**src/rtl/reorder_buffer_pkg.sv**
```systemverilog
`default_nettype none
// ============================================================================
// Module   : reorder_buffer_pkg
// Purpose  : Shared definitions for the reorder buffer: geometry defaults,
//            exception cause codes and the per-entry storage record.
// Ports    : none (package)
// Revision : 1.0  initial release
// ============================================================================
package reorder_buffer_pkg;

    localparam int ROB_ENTRIES = 10;
    localparam int ROB_IDX_W   = 4;

    // Exception cause codes carried in the 3-bit vector; zero means no fault.
    localparam logic [2:0] EXC_NONE        = 3'd0;
    localparam logic [2:0] EXC_ILLEGAL     = 3'd1;
    localparam logic [2:0] EXC_LOAD_MISS   = 3'd2;
    localparam logic [2:0] EXC_STORE_MISS  = 3'd3;
    localparam logic [2:0] EXC_MISALIGNED  = 3'd4;

    typedef struct packed {
        logic        valid;
        logic        complete;
        logic        wb;
        logic        is_store;
        logic [4:0]  rd;
        logic [31:0] pc;
        logic [31:0] data;
        logic [2:0]  exc_vector;
        logic [31:0] addr_miss;
    } rob_entry_t;

endpackage : reorder_buffer_pkg
`default_nettype wire

```
**src/rtl/reorder_buffer.sv**
```systemverilog
`default_nettype none
// ============================================================================
// Module   : reorder_buffer
// Purpose  : Circular in-order commit buffer. Decode allocates at the tail,
//            execution stages complete entries by index, and the head entry
//            retires in program order once complete.
// Ports    :
//   clk, reset                       clock / async active-high reset
//   in_allocate*                     new entry request and its attributes
//   out_allocate_idx                 tail index handed to decode
//   out_full / out_empty             occupancy status (from registered count)
//   in_complete*                     completion of an entry with result/fault
//   in_flush                         redirect: discard every entry
//   out_commit_*                     register-file write / store drain pulse
//   out_exception*, out_addr_miss    precise exception report at retirement
// Revision : 1.0  initial release
// ============================================================================
module reorder_buffer
    import reorder_buffer_pkg::*;
#(
    parameter int ENTRIES = ROB_ENTRIES,
    parameter int IDX_W   = ROB_IDX_W
) (
    input  logic              clk,
    input  logic              reset,
    input  logic              in_allocate,
    input  logic [4:0]        in_allocate_rd,
    input  logic              in_allocate_wb,
    input  logic              in_allocate_is_store,
    input  logic [31:0]       in_allocate_pc,
    output logic [IDX_W-1:0]  out_allocate_idx,
    output logic              out_full,
    output logic              out_empty,
    input  logic              in_complete,
    input  logic [IDX_W-1:0]  in_complete_idx,
    input  logic [31:0]       in_complete_data,
    input  logic [2:0]        in_complete_exception_vector,
    input  logic [31:0]       in_complete_addr_miss,
    input  logic              in_flush,
    output logic              out_commit_write_enable,
    output logic [4:0]        out_commit_reg,
    output logic [31:0]       out_commit_data,
    output logic              out_commit_store,
    output logic [IDX_W-1:0]  out_commit_idx,
    output logic              out_exception,
    output logic [2:0]        out_exception_vector,
    output logic [31:0]       out_exception_pc,
    output logic [31:0]       out_addr_miss
);

    localparam int               c_CNT_W    = $clog2(ENTRIES + 1);
    localparam logic [IDX_W-1:0] c_LAST_IDX = IDX_W'(ENTRIES - 1);
    localparam logic [c_CNT_W-1:0] c_FULL_CNT = c_CNT_W'(ENTRIES);

    rob_entry_t           entries_q [ENTRIES];
    rob_entry_t           entries_d [ENTRIES];
    logic [IDX_W-1:0]     head_q, head_d;
    logic [IDX_W-1:0]     tail_q, tail_d;
    logic [c_CNT_W-1:0]   count_q, count_d;

    logic                 commit_we_q, commit_we_d;
    logic [4:0]           commit_reg_q, commit_reg_d;
    logic [31:0]          commit_data_q, commit_data_d;
    logic                 commit_store_q, commit_store_d;
    logic [IDX_W-1:0]     commit_idx_q, commit_idx_d;
    logic                 exc_q, exc_d;
    logic [2:0]           exc_vec_q, exc_vec_d;
    logic [31:0]          exc_pc_q, exc_pc_d;
    logic [31:0]          addr_miss_q, addr_miss_d;

    rob_entry_t           w_head;
    logic                 w_full;
    logic                 w_alloc;
    logic                 w_retire;
    logic                 w_exc_retire;
    logic                 w_cidx_ok;

    // Circular increment: the pointer never visits ENTRIES..2**IDX_W-1.
    function automatic logic [IDX_W-1:0] ptr_inc(input logic [IDX_W-1:0] p);
        return (p == c_LAST_IDX) ? '0 : p + IDX_W'(1);
    endfunction

    assign w_full           = (count_q == c_FULL_CNT);
    assign out_full         = w_full;
    assign out_empty        = (count_q == '0);
    assign out_allocate_idx = tail_q;

    assign w_head       = entries_q[head_q];
    assign w_alloc      = in_allocate && !w_full;
    assign w_retire     = w_head.valid && w_head.complete;
    assign w_exc_retire = w_retire && (w_head.exc_vector != EXC_NONE);
    // Completion indices beyond the last slot can only be garbage; drop them.
    assign w_cidx_ok    = (in_complete_idx <= c_LAST_IDX);

    always_comb begin
        entries_d      = entries_q;
        head_d         = head_q;
        tail_d         = tail_q;
        count_d        = count_q;
        commit_we_d    = 1'b0;
        commit_reg_d   = '0;
        commit_data_d  = '0;
        commit_store_d = 1'b0;
        commit_idx_d   = '0;
        exc_d          = 1'b0;
        exc_vec_d      = '0;
        exc_pc_d       = '0;
        addr_miss_d    = '0;

        // A faulting head is still reported even under an external flush;
        // either way the whole buffer is wiped at this edge.
        if (w_exc_retire) begin
            exc_d        = 1'b1;
            exc_vec_d    = w_head.exc_vector;
            exc_pc_d     = w_head.pc;
            addr_miss_d  = w_head.addr_miss;
            commit_idx_d = head_q;
        end

        if (w_exc_retire || in_flush) begin
            for (int i = 0; i < ENTRIES; i++) begin
                entries_d[i].valid = 1'b0;
            end
            head_d  = '0;
            tail_d  = '0;
            count_d = '0;
        end else begin
            // Only a live entry may be completed; the allocate slot is never
            // live, so allocate and complete cannot collide.
            if (in_complete && w_cidx_ok && entries_q[in_complete_idx].valid) begin
                entries_d[in_complete_idx].complete   = 1'b1;
                entries_d[in_complete_idx].data       = in_complete_data;
                entries_d[in_complete_idx].exc_vector = in_complete_exception_vector;
                entries_d[in_complete_idx].addr_miss  = in_complete_addr_miss;
            end

            if (w_retire) begin
                entries_d[head_q].valid = 1'b0;
                head_d                  = ptr_inc(head_q);
                commit_idx_d            = head_q;
                if (w_head.wb && (w_head.rd != 5'd0)) begin
                    commit_we_d   = 1'b1;
                    commit_reg_d  = w_head.rd;
                    commit_data_d = w_head.data;
                end
                commit_store_d = w_head.is_store;
            end

            if (w_alloc) begin
                entries_d[tail_q].valid      = 1'b1;
                entries_d[tail_q].complete   = 1'b0;
                entries_d[tail_q].wb         = in_allocate_wb;
                entries_d[tail_q].is_store   = in_allocate_is_store;
                entries_d[tail_q].rd         = in_allocate_rd;
                entries_d[tail_q].pc         = in_allocate_pc;
                entries_d[tail_q].data       = '0;
                entries_d[tail_q].exc_vector = EXC_NONE;
                entries_d[tail_q].addr_miss  = '0;
                tail_d                       = ptr_inc(tail_q);
            end

            count_d = count_q + c_CNT_W'(w_alloc) - c_CNT_W'(w_retire);
        end
    end

    always_ff @(posedge clk or posedge reset) begin
        if (reset) begin
            for (int i = 0; i < ENTRIES; i++) begin
                entries_q[i] <= '0;
            end
            head_q         <= '0;
            tail_q         <= '0;
            count_q        <= '0;
            commit_we_q    <= 1'b0;
            commit_reg_q   <= '0;
            commit_data_q  <= '0;
            commit_store_q <= 1'b0;
            commit_idx_q   <= '0;
            exc_q          <= 1'b0;
            exc_vec_q      <= '0;
            exc_pc_q       <= '0;
            addr_miss_q    <= '0;
        end else begin
            for (int i = 0; i < ENTRIES; i++) begin
                entries_q[i] <= entries_d[i];
            end
            head_q         <= head_d;
            tail_q         <= tail_d;
            count_q        <= count_d;
            commit_we_q    <= commit_we_d;
            commit_reg_q   <= commit_reg_d;
            commit_data_q  <= commit_data_d;
            commit_store_q <= commit_store_d;
            commit_idx_q   <= commit_idx_d;
            exc_q          <= exc_d;
            exc_vec_q      <= exc_vec_d;
            exc_pc_q       <= exc_pc_d;
            addr_miss_q    <= addr_miss_d;
        end
    end

    assign out_commit_write_enable = commit_we_q;
    assign out_commit_reg          = commit_reg_q;
    assign out_commit_data         = commit_data_q;
    assign out_commit_store        = commit_store_q;
    assign out_commit_idx          = commit_idx_q;
    assign out_exception           = exc_q;
    assign out_exception_vector    = exc_vec_q;
    assign out_exception_pc        = exc_pc_q;
    assign out_addr_miss           = addr_miss_q;

endmodule : reorder_buffer
`default_nettype wire

```
**config.mk**
```make
export PLATFORM = sky130hd
export DESIGN_NAME = reorder_buffer
export DESIGN_NICKNAME = d
export VERILOG_FILES = /design/src/rtl/reorder_buffer_pkg.sv /design/src/rtl/reorder_buffer.sv
export SDC_FILE = /design/constraint.sdc
export NUM_CORES = 2
export LEC_CHECK = 0
export CAP_MARGIN = 20
export CORE_MARGIN = 4
export CORE_UTILIZATION = 30
export CTS_CLUSTER_SIZE = 28
export DETAILED_ROUTE_END_ITERATION = 6
export PLACE_DENSITY = 0.46
export SLEW_MARGIN = 30
export SYNTH_ARGS = -nofsm -noshare
export SYNTH_HDL_FRONTEND = slang
export SYNTH_SLANG_ARGS = --single-unit
export TNS_END_PERCENT = 5
```
**constraint.sdc**
```tcl
create_clock -name clk -period 43.9 [get_ports clk]
set_input_delay 8.78 -clock clk [delete_from_list [all_inputs] [get_ports clk]]
set_output_delay 8.78 -clock clk [all_outputs]
set_load 0.02 [all_outputs]
```
==> flow_summary_export.csv <==
group,metric,value,unit
cells_and_area,largest_register,"entries_q",
power,vdd_ir_drop_max,0.00003996,V
power,power_density,43.31,mW/mm^2
hold_path,worstHoldStart,"entries_q[857]",
cells_and_area,areaGrowthSynthToFinish,17.84,%
logic_synthesis,syn_area_per_cell,14.07,um^2
drt,dr.pass1.iters,6,
sta,final-setup-viol-count,0,
drt,via_count,34290,
hold_path,min_to,"entries_q[857]",
hold_path,min-delay-path-class,"flop to flop",
critical_path,regToRegSetupSlack,37.29,ns
sta,max_clock_freq,80.76,MHz
sta,max_slew_margin,0.3189,
floorplan,core_area,0.1678,mm^2
cells_and_area,nets,3763,
sta,hold_violations,0,
sta,finClkSkew,0.02307,ns
critical_path,worstSetupPathType,"input pin to async pin",
clock_network,post-cts-setup-buffer-count,0,
hold_path,holdPathStages,1,
floorplan,die-area,0.1760,mm^2
sta,fin_ws,31.52,ns
logic_synthesis,synth_ff_type,"dfrtp_1",
sta,hold_ws,0.4808,ns
logic_synthesis,async_flop_share,1.000,
cells_and_area,fin_area,0.05986,mm^2
floorplan,die-height,419.5,um
sta,final.period_utilization,0.2821,
sta,period_minus_slack,12.38,ns
logic_synthesis,synth_cell_types,53,
grt,grt-ovfl-total,0,
cells_and_area,drive_above_1_share,0.1514,
placement,dp_hpwl,91020,um
clock_network,h-tree-depth,4,
drt,wl_per_cell,29.96,um
floorplan,initial_core_util,0.3028,
clock_network,cts_tree,"yes",
power,power.leakage,25.89,nW
grt,grt_first_pass_wirelength,262800,um
floorplan,dieWidth,419.5,um
critical_path,start_kind,"input pin",
grt,antenna_found_initial,25,
sta,slew_violations,0,
floorplan,row_count,150,
critical_path,cp_max_fo,110,
sta,fin_tns_setup,0,ns
clock_network,cts.path.max_buffers,3,
floorplan,io_pins,232,
critical_path,rr_worst_depth,10,
drt,totalWireLength,178700,um
grt,grt_util_all_layers,0.2012,
clock_network,cts-root-buf,"clkbuf_16",
clock_network,clk_pin_slew_worst_paths,0.06,ns
placement,gp_congestion,0.7250,
clock_network,cts_hold_buf,0,
drt,drt_iter0_markers,2855,
drt,vias_per_cell,5.750,
critical_path,reg2reg_to,"entries_q[191]",
grt,grt_max_degree,121,
critical_path,required,44.70,ns
logic_synthesis,yosys_warnings,0,
critical_path,rr_startpoint,"head_q[0]",
logic_synthesis,ys_seq_elements,1203,
critical_path,critPathCaptureType,"async pin",
logic_synthesis,syn_inst,3611,
critical_path,worst_ep_arrival_time,13.18,ns
placement,post-place-ws,30.41,ns
logic_synthesis,synth_edf_count,0,
placement,io_buffers,231,
sta,max_slew.worst_pin.slew,1.022,ns
grt,grt_pass1_vias,35980,
clock_network,cts_num_sinks,1203,
run,cap_viol_max_count,0,
logic_synthesis,ys_seq_area_frac,0.5926,
drt,drc,0,
status,outcome,"complete, no violations",
clock_network,cts_resized,0,
clock_network,clk_latency,0.78,ns
drt,ant_nets,0,
cells_and_area,largest_register_ffs,1080,
clock_network,cts_made_buffers,138,
logic_synthesis,synthesis.nets,3733,
sta,rsz0062_at_grt,"no",
placement,place_area,0.05507,mm^2
logic_synthesis,syn_area,0.05080,mm^2
==> placed cells by master, fill, tap and decap left out, types with 52 or more instances in the layout <==
cell type and count:
nand3_1 52, mux2i_1 152, o2bb2ai_1 390, nor2_1 99
mux4_2 209, clkbuf_16 140, clkdlybuf4s50_1 230, buf_4 66
a22o_1 671, dfrtp_1 1200
==> power breakdown <==
part           switching (W)  internal (W)  total (W)
combinational       0.000108     0.0000914   0.000199
sequential         0.0000301       0.00116    0.00119
clock               0.000485      0.000715    0.00120
total               0.000623       0.00197    0.00259
==> synth_stat cells (14+ instances only) <==
| cell type | count | area, um^2 |
|---|---|---|
| buf_2 | 136 | 680.7 |
| nand3_1 | 58 | 290.3 |
| a222oi_1 | 32 | 320.3 |
| and3_1 | 14 | 87.58 |
| mux2i_1 | 152 | 1521 |
| a211oi_1 | 33 | 247.7 |
| o2bb2ai_1 | 390 | 3416 |
| a22o_1 | 671 | 5877 |
| nand2_1 | 46 | 172.7 |
| o22a_1 | 36 | 315.3 |
| clkbuf_1 | 182 | 683.2 |
| buf_1 | 103 | 386.6 |
| a21oi_1 | 38 | 190.2 |
| mux4_2 | 209 | 4707 |
| and2_1 | 37 | 231.5 |
| dfrtp_1 | 1203 | 30100 |
| o22ai_1 | 35 | 219.0 |
| a31oi_1 | 15 | 93.84 |
| nor2_1 | 100 | 375.4 |
==> final cells by class <==
type / count / area [um^2]
antenna: 9 / 22.52
clock inverter: 41 / 634.4
multi-input combinational: 1968 / 19120
inverter: 13 / 58.81
tap: 2204 / 2758
timing repair buffer: 317 / 3078
sequential: 1203 / 30120
fill: 16140 / 107900
clock buffer: 209 / 4073
==> how the worst max path moves through the flow <==
stage                      from               to  slack, ns
after CTS                 reset  entries_q[1029]      31.24
after global routing      reset   entries_q[115]      30.84
after global placement    reset   entries_q[164]      30.43
after floorplan           reset       count_q[0]       1.23
after detailed placement  reset   entries_q[165]      30.41
final                     reset   entries_q[115]      31.52
==> per-stage QoR <==
step | std cells | utilization | power (W)
floorplan | 3611 | - | 0.001349
global placement | 5702 | 0.3278 | 0.001413
detailed placement | 5703 | 0.3282 | 0.001414
CTS | 5953 | 0.3563 | 0.002626
global route | 5959 | 0.3567 | 0.002688
finish | 5964 | 0.3568 | 0.002593
==> kinds of logic after synthesis <==
logic type | Yosys count | share of synthesized area
AOI/OAI and AO/OA | 1281 | 0.2147
DFF | 1203 | 0.5926
buffers and inverters | 440 | 0.03630
muxes | 364 | 0.1233
and+or+nand+nor | 312 | 0.03052
adders and majority gates | 7 | 0.001872
xor gates and xnor gates | 4 | 0.0006896
==> critical path: stages <==
cell	delay [ns]
clkdlybuf4s50_1	0.49
inv_8	0.57
buf_4	0.79
buf_4	0.76
buf_4	0.79
buf_4	0.75
==> per-layer routing <==
metal  routed length (um)  vias up  global-route usage
met2                87410     1077              0.3324
met1                77040    18630              0.2698
met3                 9012      302             0.03514
met5                   57        -                   0
met4                 5158       10             0.06350
li1                     -    14270                   -
Power figures use the tool's default switching activity.
